### config.mk
export PLATFORM = sky130hd
export DESIGN_NAME = pulse_stretcher_flat
export DESIGN_NICKNAME = d
export VERILOG_FILES = /design/src/rtl/pulse_stretcher_if.sv /design/src/rtl/pulse_stretcher.sv /design/src/flat_wrapper.sv
export SDC_FILE = /design/constraint.sdc
export NUM_CORES = 1
export LEC_CHECK = 0
export CAP_MARGIN = 15
export CELL_PAD_IN_SITES_DETAIL_PLACEMENT = 1
export CELL_PAD_IN_SITES_GLOBAL_PLACEMENT = 1
export CORE_AREA = 3 3 40 42
export DETAILED_ROUTE_END_ITERATION = 7
export DIE_AREA = 0 0 43 45
export PLACE_DENSITY_LB_ADDON = 0.1
export SYNTH_ARGS = -nofsm -noshare
export SYNTH_HDL_FRONTEND = slang
export SYNTH_SLANG_ARGS = --single-unit
export TNS_END_PERCENT = 10
### constraint.sdc
create_clock -name clk -period 2 [get_ports clk]
set_clock_uncertainty 0.2 [all_clocks]
set_input_delay 0.4 -clock clk [delete_from_list [all_inputs] [get_ports clk]]
set_output_delay 0.4 -clock clk [all_outputs]
set_load 0.02 [all_outputs]
### src/rtl/pulse_stretcher_if.sv
// Grouped pulse-stretcher signals: event inputs, overrun clears and the per-channel outputs.
// The master drives pulses and clears; the slave (the stretcher) drives level, done and overrun.
interface pulse_stretcher_if #(
    parameter int unsigned WIDTH = 1
);
    logic [WIDTH-1:0] pulse_in;
    logic [WIDTH-1:0] overrun_clr;
    logic [WIDTH-1:0] level_out;
    logic [WIDTH-1:0] done;
    logic [WIDTH-1:0] overrun;

    modport master (
        output pulse_in,
        output overrun_clr,
        input  level_out,
        input  done,
        input  overrun
    );

    modport slave (
        input  pulse_in,
        input  overrun_clr,
        output level_out,
        output done,
        output overrun
    );
endinterface

### src/rtl/pulse_stretcher.sv
// Per-channel pulse-to-level converter: each input pulse opens a LENGTH-cycle window on level_out,
// with optional retrigger, a one-cycle done at the window end and a sticky overrun flag.
module pulse_stretcher #(
    parameter int unsigned WIDTH     = 1,
    parameter int unsigned LENGTH    = 4,
    parameter int unsigned RETRIGGER = 1
) (
    input logic              clk,
    input logic              rst_n,
    pulse_stretcher_if.slave bus
);
    localparam int unsigned CntW = (LENGTH > 1) ? $clog2(LENGTH) : 1;
    localparam logic [CntW-1:0] CntMax = CntW'(LENGTH - 1);
    localparam bit Retrig = (RETRIGGER != 0);

    if (LENGTH < 1 || LENGTH > 65536) begin : gen_length_check
        $error("pulse_stretcher: LENGTH must be in the range 1 to 65536");
    end

    typedef enum logic {StIdle, StActive} state_e;

    state_e          state_q [WIDTH];
    state_e          state_d [WIDTH];
    logic [CntW-1:0] cnt_q   [WIDTH];
    logic [CntW-1:0] cnt_d   [WIDTH];
    logic [WIDTH-1:0] done_q, done_d;
    logic [WIDTH-1:0] overrun_q, overrun_d;
    logic [WIDTH-1:0] ovr_set;

    always_comb begin
        for (int i = 0; i < WIDTH; i++) begin
            state_d[i] = state_q[i];
            cnt_d[i]   = cnt_q[i];
            done_d[i]  = 1'b0;
            ovr_set[i] = 1'b0;
            unique case (state_q[i])
                StIdle: begin
                    if (bus.pulse_in[i]) begin
                        state_d[i] = StActive;
                        cnt_d[i]   = CntMax;
                    end
                end
                StActive: begin
                    if (cnt_q[i] != '0) begin
                        if (bus.pulse_in[i] && Retrig) begin
                            cnt_d[i] = CntMax;
                        end else begin
                            cnt_d[i]   = cnt_q[i] - 1'b1;
                            ovr_set[i] = bus.pulse_in[i];
                        end
                    end else if (bus.pulse_in[i]) begin
                        // Last cycle of the window: chain a fresh window with no gap.
                        cnt_d[i] = CntMax;
                    end else begin
                        state_d[i] = StIdle;
                        done_d[i]  = 1'b1;
                    end
                end
                default: begin
                    state_d[i] = StIdle;
                    cnt_d[i]   = '0;
                end
            endcase
        end
        // Set wins over a simultaneous clear.
        overrun_d = (overrun_q & ~bus.overrun_clr) | ovr_set;
    end

    always_ff @(posedge clk) begin
        if (!rst_n) begin
            for (int i = 0; i < WIDTH; i++) begin
                state_q[i] <= StIdle;
                cnt_q[i]   <= '0;
            end
            done_q    <= '0;
            overrun_q <= '0;
        end else begin
            for (int i = 0; i < WIDTH; i++) begin
                state_q[i] <= state_d[i];
                cnt_q[i]   <= cnt_d[i];
            end
            done_q    <= done_d;
            overrun_q <= overrun_d;
        end
    end

    always_comb begin
        for (int i = 0; i < WIDTH; i++) begin
            bus.level_out[i] = (state_q[i] == StActive);
        end
    end

    assign bus.done    = done_q;
    assign bus.overrun = overrun_q;
endmodule

### src/flat_wrapper.sv
// flat-port wrapper written by rule: the top's interface ports become plain ports
module pulse_stretcher_flat 
#(
    parameter int unsigned WIDTH     = 1,
    parameter int unsigned LENGTH    = 4,
    parameter int unsigned RETRIGGER = 1
)
  (clk, rst_n, bus_pulse_in, bus_overrun_clr, bus_level_out, bus_done, bus_overrun);
  pulse_stretcher_if #(.WIDTH(WIDTH)) bus_i ();
  input logic clk;
  input logic rst_n;
  input wire logic [$bits(bus_i.pulse_in)-1:0] bus_pulse_in;
  input wire logic [$bits(bus_i.overrun_clr)-1:0] bus_overrun_clr;
  output wire logic [$bits(bus_i.level_out)-1:0] bus_level_out;
  output wire logic [$bits(bus_i.done)-1:0] bus_done;
  output wire logic [$bits(bus_i.overrun)-1:0] bus_overrun;
  assign bus_i.pulse_in = bus_pulse_in;
  assign bus_i.overrun_clr = bus_overrun_clr;
  assign bus_level_out = bus_i.level_out;
  assign bus_done = bus_i.done;
  assign bus_overrun = bus_i.overrun;
  pulse_stretcher #(.WIDTH(WIDTH), .LENGTH(LENGTH), .RETRIGGER(RETRIGGER)) u_core (.clk(clk), .rst_n(rst_n), .bus(bus_i));
endmodule
# Yosys cells after proc, flatten, opt, wreduce, memory -nomap -nowiden
# Memories as Yosys holds them, arrays and structs flattened.
# Cells that the tools add are included.
totals:
  memories: 2
  wordCells: 27
  regBits: 2
  out_inout_bits: 3
  mem_bits_rw: 3
classes:
  n_reduce_logical: 4
  bitwise_logic: 4
  add_sub_neg: 1
  n_mux: 14
mem_list:
  columns: ["name", "depth", "word_bits", "rd", "rd_clocked_by_memory_dff", "wr", "line", "source"]
  rows:
  - ["u_core.cnt_q", 1, 2, 1, 0, 1, "pulse_stretcher.sv:24", "logic [CntW-1:0] cnt_q [WIDTH];"]
  - ["u_core.state_q", 1, 1, 1, 0, 1, "pulse_stretcher.sv:22", "state_e state_q [WIDTH];"]
op_table:
  columns: ["operator", "n"]
  rows:
  - ["$mux 1", 8]
  - ["$mux 2", 4]
  - ["$pmux 2 s2", 1]
  - ["$not 1->1", 3]
  - ["$reduce_or 3->1", 1]
  - ["$pmux 1 s2", 1]
  - ["$reduce_bool 2->1", 1]
  - ["$reduce_or 2->1", 1]
  - ["$sub 2x1->2 const B", 1]
  - ["$and 1x1->1", 1]
  - ["$reduce_or 1->1", 1]

# Depth between registers and ports, before layout
# Gate-level depths: netlist of the first run.
# An unclocked memory read counts as a cell.
depth:
  word_depth: 6
  ltp_mapped: 4
  mapped_depth_nobuf: 4

# Worst setup path before layout of the first run
# No wires, ideal clock.
synth_path:
  path_type: "flip-flop to flip-flop"
  from: "mem u_core.cnt_q[0][0] in the netlist's numbering"
  to: "mem u_core.cnt_q[0][1] in the netlist's numbering"
  required_ns: 1.714
  synth_period_minus_slack_ns: 1.284
  t_arrival_ns: 0.998
  stages_incl_launch_ff: 5
  path_slack_ns: 0.716
  path_cell_list: "dfxtp_1 > inv_1 > ha_1 > and4bb_1 > a211oi_1"
synth_between:
  elab_chain_len: 6
  elab_cells_between_ends: 7
  cone_classes: "add/sub: 1; mux: 4; reduce/logical: 1; memory: 1"
synth_rtl:
  columns: ["element", "line", "source"]
  rows:
  - ["from (decl)", "pulse_stretcher.sv:24", null]
  - ["$mem_v2 1x2 *", null, null]
  - ["$sub 2x1->2", "pulse_stretcher.sv:48", "cnt_d[i] = cnt_q[i] - 1'b1;"]
  - ["$mux 2", "pulse_stretcher.sv:45", "if (bus.pulse_in[i] && Retrig) begin"]
  - ["$mux 2 *", "pulse_stretcher.sv:44", "if (cnt_q[i] != '0) begin"]
  - ["$pmux 2 s2 *", "pulse_stretcher.sv:36", "unique case (state_q[i])"]
  - ["$mux 2 (no source line) *", null, null]
# Mark *: on every way between the ends. The rest lies on a longest branch, timed or not.

# Worst setup path after layout of the first run
layout_path:
  from: "mem u_core.state_q[0] in the netlist's numbering"
  to: "out bus_level_out"
layout_between:
  elab_chain_len: 1
layout_rtl:
  columns: ["element", "line", "source"]
  rows:
  - ["from (decl)", "pulse_stretcher.sv:22", null]
  - ["$mem_v2 1x1", null, null]
  - ["to (decl)", "flat_wrapper.sv:14", "output wire logic [$bits(bus_i.level_out)-1:0] bus_level_out;"]
# No other way between the ends.

==> results.yml, run 1 <==
outcome:
  run_status: "complete, no violations"
yosys:
  synth_enable_flop_cells: 0
  synth_nets: 28
  synthArstFlopShare_pct: 0
  synthCells: 22
  synth.yosys.warnings: 0
  synth.area.top_cells: "dfxtp_1, and4bb_1, ha_1, a211oi_1, inv_1"
  synthesis.area_um2: 221
  synthDominantAreaCellType: "dfxtp_1"
  synth.top_cells.by_count: "dfxtp_1, inv_1, nor2_1"
  synthDistinctLibCells: 11
  post-synth-top-area-fraction_pct: 45.2
  synth_most_common_cell: "dfxtp_1"
  synth_flop_cell: "dfxtp_1"
  synth_area_per_cell_um2: 10.1
  synthesized_flop_and_latch_total: 5
  ys_seq_area_share_pct: 45.2
die:
  boundaryPins: 7
  die_y_um: 45
  fp.dieArea_mm2: 0.00194
  chipWidth_um: 43
  coreArea_mm2: 0.00128
  placementRows: 13
  floorplan.initialDensity_pct: 17.2
clocking:
  htreeDepth: 1
  cts.root.buffer_cell: "clkbuf_4"
  clk_transition_reported_paths_ns: 0.04
  number_of_buffers_on_the_longest_clock_path: 2
  cts_made_buffers: 3
  tritoncts: "built"
  holdBufCountCts: 0
  cts.sinks: 5
  ctsResizeCount: 0
  worstSkewPairLatency_ns: 0.24
  cts.repair_timing.setup_buffer_count: 0
drt:
  detailroute.wirelength.met3_um: 28
  routed_length_on_met1_um: 185
  drc_violation_count_after_routing: 0
  finalWirelength_um: 429
  ant_nets: 0
  dr_total_vias: 188
  met2_length_um: 216
  routed.top_layer: "met3"
  dr.first_iter.drc_count: 0
  dr.pass1.iters: 1
  routed_wire_length_per_instance_um: 9.13
  via_per_inst: 4.00
cells_and_area:
  final_net_count: 39
  post-route-util_pct: 25.4
  antenna-diode-count: 0
  final.fill_count: 161
  multiInputGateArea_um2: 110
  seqCellArea_um2: 100
  synthToLayoutAreaGrowth_pct: 47.5
  share_of_final_layout_standard_cells_stronger_than_drive_strength_1_pct: 9.38
worst_setup_path:
  endpoint_kind: "output pin"
  cp_data_arrival_time_ns: 1.25
  cp-start-kind: "flip-flop"
  critPathBufInv: 1
  worst-setup-path-type: "flip-flop to output pin"
  critical_path.cell_chain: "clkdlybuf4s50_1"
  critical_path_peak_fanout: 6
  cpMaxStageDelayCell: "clkdlybuf4s50_1"
  cpLargestDelayFamily: "buffers and inverters"
  crit_required_ns: 1.40
  cp_slowest_stage_delay_ns: 0.63
power_and_ir_drop:
  p_leak_nw: 0.142
  vdd_drop_max_uv: 214
  power_density_mw_per_mm2: 792
run:
  max_cap_violations: 0
global_route:
  grt_pass1_vias: 212
  track_usage_pct: 6.17
  globalRoute.totalOverflow: 0
  grt_first_pass_wirelength_um: 807
  largest_net_degree_at_the_start_of_global_routing: 7
  grt_antenna_before_repair: 0
sta:
  achievable-frequency_mhz: 542
  max-slew-margin-rel_pct: 85.7
  layout_worst_path_cycle_share_pct: 92.3
  worstMarginPinSlew_ns: 0.214
  timing.final.setup_violations: 0
  timing.final.crit_period_ns: 1.85
  setup_tns_after_final_layout_ns: 0
  finalHoldViolCount: 0
  rsz0062_at_grt: "false"
  timing_max_transition_violations_final: 0
worst_hold_path:
  hold_path_class: "flip-flop to flip-flop"
placement:
  place.gp.congestion: 0.747
  port_buffers: 6
[flip-flops by register name, indices dropped and copies added (netlist names)]
signal,count
u_core.state_q,1
u_core.cnt_q,2
u_core.bus.done,1
u_core.bus.overrun,1
[placed cells by master, fill, tap and decap left out, drive strengths merged]
cell / count
inv: 3
and4bb: 2
o21a: 1
nand2: 1
dfxtp: 5
a211oi: 2
clkbuf: 4
nand2b: 1
ha: 2
nor2b: 1
clkdlybuf4s50: 6
and4b: 1
nor2: 3
[cell type report]
class | instances | area share (%)
clock buffers | 4 | 8.05
inverters | 3 | 3.45
multi-input cells | 14 | 33.7
flip-flops and latches | 5 | 30.7
well taps | 15 | 5.75
repair buffers | 6 | 18.4
[final timing paths]
check                             to  slack, ns  cells past startpoint          startpoint
hold / removal    u_core.bus.overrun       0.24                      2  u_core.bus.overrun
setup / recovery       bus_level_out       0.15                      1   u_core.state_q[0]
setup reg to reg  u_core.cnt_q[0][1]       0.63                      4  u_core.cnt_q[0][0]
hold reg to reg   u_core.bus.overrun       0.24                      2  u_core.bus.overrun
[layer usage]
layer	up-vias	GRT usage [%]
met5	-	0
met4	0	9.04
met3	0	3.59
met2	4	8.38
met1	89	5.31
li1	95	-
[worst reg2reg max path, stage by stage (launching register included)]
cell,delay [ns]
dfxtp_1,0.34
inv_1,0.07
ha_1,0.28
and4bb_1,0.20
a211oi_1,0.20
[logic make-up (layout without fill, tap and decap cells)]
family | count (synthesis) | after routing | synth area share (%)
adders and majority gates | 2 | 2 | 11.3
DFF | 5 | 5 | 45.2
and+or+nand+nor | 9 | 9 | 28.2
buffers and inverters | 3 | 13 | 5.08
AOI/OAI and AO/OA | 3 | 3 | 10.2
[through the flow]
| stage | worst slack [ns] | cell area, µm² | std cells | power, mW | hold WS (ns) |
|---|---|---|---|---|---|
| after CTS | 0.129 | 327 | 47 | 0.268 | 0.254 |
| after detailed placement | 0.332 | 300 | 43 | 0.146 | 0.247 |
| after global placement | 0.349 | 300 | 43 | 0.145 | 0.225 |
| after global routing | 0.0973 | 327 | 47 | 0.278 | 0.279 |
| after floorplan | 0.716 | 221 | 22 | 0.130 | 0.272 |
| final | 0.154 | 327 | 47 | 0.259 | 0.244 |
[report_power, final]
part,total (mW),internal (mW),switching [mW]
logic,0.0334,0.0188,0.0146
clock network,0.115,0.0753,0.0400
registers,0.110,0.106,0.00409
Power figures use the tool's default switching activity.
==> run 2: changes to the inputs <==
CTS_BUF_LIST = sky130_fd_sc_hd__clkbuf_4   (was unset)
==> results.yml, run 2 (synthesis gave the netlist of run 1 again) <==
clocking:
  cts.repair_timing.setup_buffer_count: 0
  cts.root.buffer_cell: "clkbuf_4"
  worstSkewPairLatency_ns: 0.24
  holdBufCountCts: 0
  cts.sinks: 5
  number_of_buffers_on_the_longest_clock_path: 2
  cts_made_buffers: 3
  ctsResizeCount: 0
  htreeDepth: 1
  clk_transition_reported_paths_ns: 0.04
  tritoncts: "built"
power_and_ir_drop:
  p_leak_nw: 0.145
  power.sequential.fraction_pct: 40.4
  internal_power_of_the_cells_mw: 0.214
  power.switching_fraction_pct: 21.6
  vdd_drop_max_uv: 237
  total_power_mw: 0.272
  clock_power_share_pct: 47.4
  power_density_mw_per_mm2: 824
  comb_power_share_pct: 12.3
  net-switching-power_mw: 0.0588
outcome:
  run_status: "complete, no violations"
die:
  floorplan.initialDensity_pct: 17.2
  placementRows: 13
  boundaryPins: 7
  chipWidth_um: 43
  coreArea_mm2: 0.00128
  die_y_um: 45
  fp.dieArea_mm2: 0.00194
cells_and_area:
  mostFrequentLayoutCells: "clkdlybuf4s50_1, dfxtp_1, clkbuf_4, inv_1, nor2_1"
  final_cells: 47
  share_of_final_layout_standard_cells_stronger_than_drive_strength_1_pct: 12.5
  layout_commonest_cell: "clkdlybuf4s50_1"
  final_net_count: 39
  antenna-diode-count: 0
  largest-register: "u_core.cnt_q"
  synthToLayoutAreaGrowth_pct: 49.2
  final.fill_count: 161
  largest_register_ff_count: 2
sta:
  final.setup.worst_slack_ns: 0.154
  max-slew-margin-rel_pct: 85.7
  timing.final.crit_period_ns: 1.85
  timing_max_transition_violations_final: 0
  setup_tns_after_final_layout_ns: 0
  rsz0062_at_grt: "false"
  finalHoldViolCount: 0
  achievable-frequency_mhz: 542
  worstMarginPinSlew_ns: 0.214
  timing.final.setup_violations: 0
  layout_worst_path_cycle_share_pct: 92.3
  holdWs_ns: 0.244
placement:
  place.gp.congestion: 0.747
  dp_worst_setup_slack_ns: 0.332
  port_buffers: 6
  cell_count_post_placement: 43
worst_setup_path:
  worst-setup-path-type: "flip-flop to output pin"
  critPathBufInv: 1
  crit_required_ns: 1.40
  cp_slowest_stage_delay_ns: 0.63
  cpLargestDelayFamily: "buffers and inverters"
  cpMaxStageDelayCell: "clkdlybuf4s50_1"
  cp_data_arrival_time_ns: 1.25
  critical_path_peak_fanout: 6
  critical_path.cell_chain: "clkdlybuf4s50_1"
  endpoint_kind: "output pin"
  cp-start-kind: "flip-flop"
drt:
  drc_violation_count_after_routing: 0
  dr_total_vias: 188
  finalWirelength_um: 428
  dr.pass1.iters: 1
  ant_nets: 0
  routed_wire_length_per_instance_um: 9.11
  dr.first_iter.drc_count: 0
  via_per_inst: 4.00
global_route:
  grt_antenna_before_repair: 0
  grt_pass1_vias: 212
  grt_first_pass_wirelength_um: 807
  track_usage_pct: 6.17
  largest_net_degree_at_the_start_of_global_routing: 7
  globalRoute.totalOverflow: 0
run:
  max_cap_violations: 0
worst_hold_path:
  hold_path_class: "flip-flop to flip-flop"
run 2: cell counts in the layout (fill, tap and decap cells not counted):
Identical to the previous run, type by type.
run 2: through the flow:
stage | instance area, µm² | util [%]
2_1_floorplan | 221 | -
6_report | 330 | 25.7
3_5_place_dp | 300 | 23.4
4_1_cts | 330 | 25.7
3_3_place_gp | 300 | 23.4
5_1_grt | 330 | 25.7
run 2: area by class of cell:
class	count	area (µm²)	area share [%]
Tap cell	15	18.8	5.68
Sequential cell	5	100	30.3
Inverter	3	11.3	3.41
Multi-Input combinational cell	14	110	33.3
Timing Repair Buffer	6	60.1	18.2
Clock buffer	4	30.0	9.09
run 2: worst paths after layout:
path,startpoint,end,slack (ns),cells after the start
min reg2reg,u_core.bus.overrun,u_core.bus.overrun,0.24,2
max,u_core.state_q[0],bus_level_out,0.15,1
max reg2reg,u_core.cnt_q[0][0],u_core.cnt_q[0][1],0.63,4
min,u_core.bus.overrun,u_core.bus.overrun,0.24,2
run 2: worst register-to-register path: stages (launching register included):
cell	delay (ns)
dfxtp_1	0.34
inv_1	0.07
ha_1	0.28
and4bb_1	0.20
a211oi_1	0.20
run 2: power by group through the flow:
stage | sequential, mW | combinational (mW) | clock (mW)
floorplan | 0.113 | 0.0168 | 0
global placement | 0.112 | 0.0334 | 0
detailed placement | 0.112 | 0.0341 | 0
CTS | 0.110 | 0.0343 | 0.137
global route | 0.111 | 0.0389 | 0.141
finish | 0.110 | 0.0334 | 0.129
run 2: metal layers:
metal  vias up  GRT usage, %  wire length [µm]  part of all wire [%]
li1         95             -                 -                     -
met4         0          9.04                 0                     0
met1        89          5.31               184                    43
met3         0          3.59                28                   6.5
met5         -             0                 0                     0
met2         4          8.38               215                    50
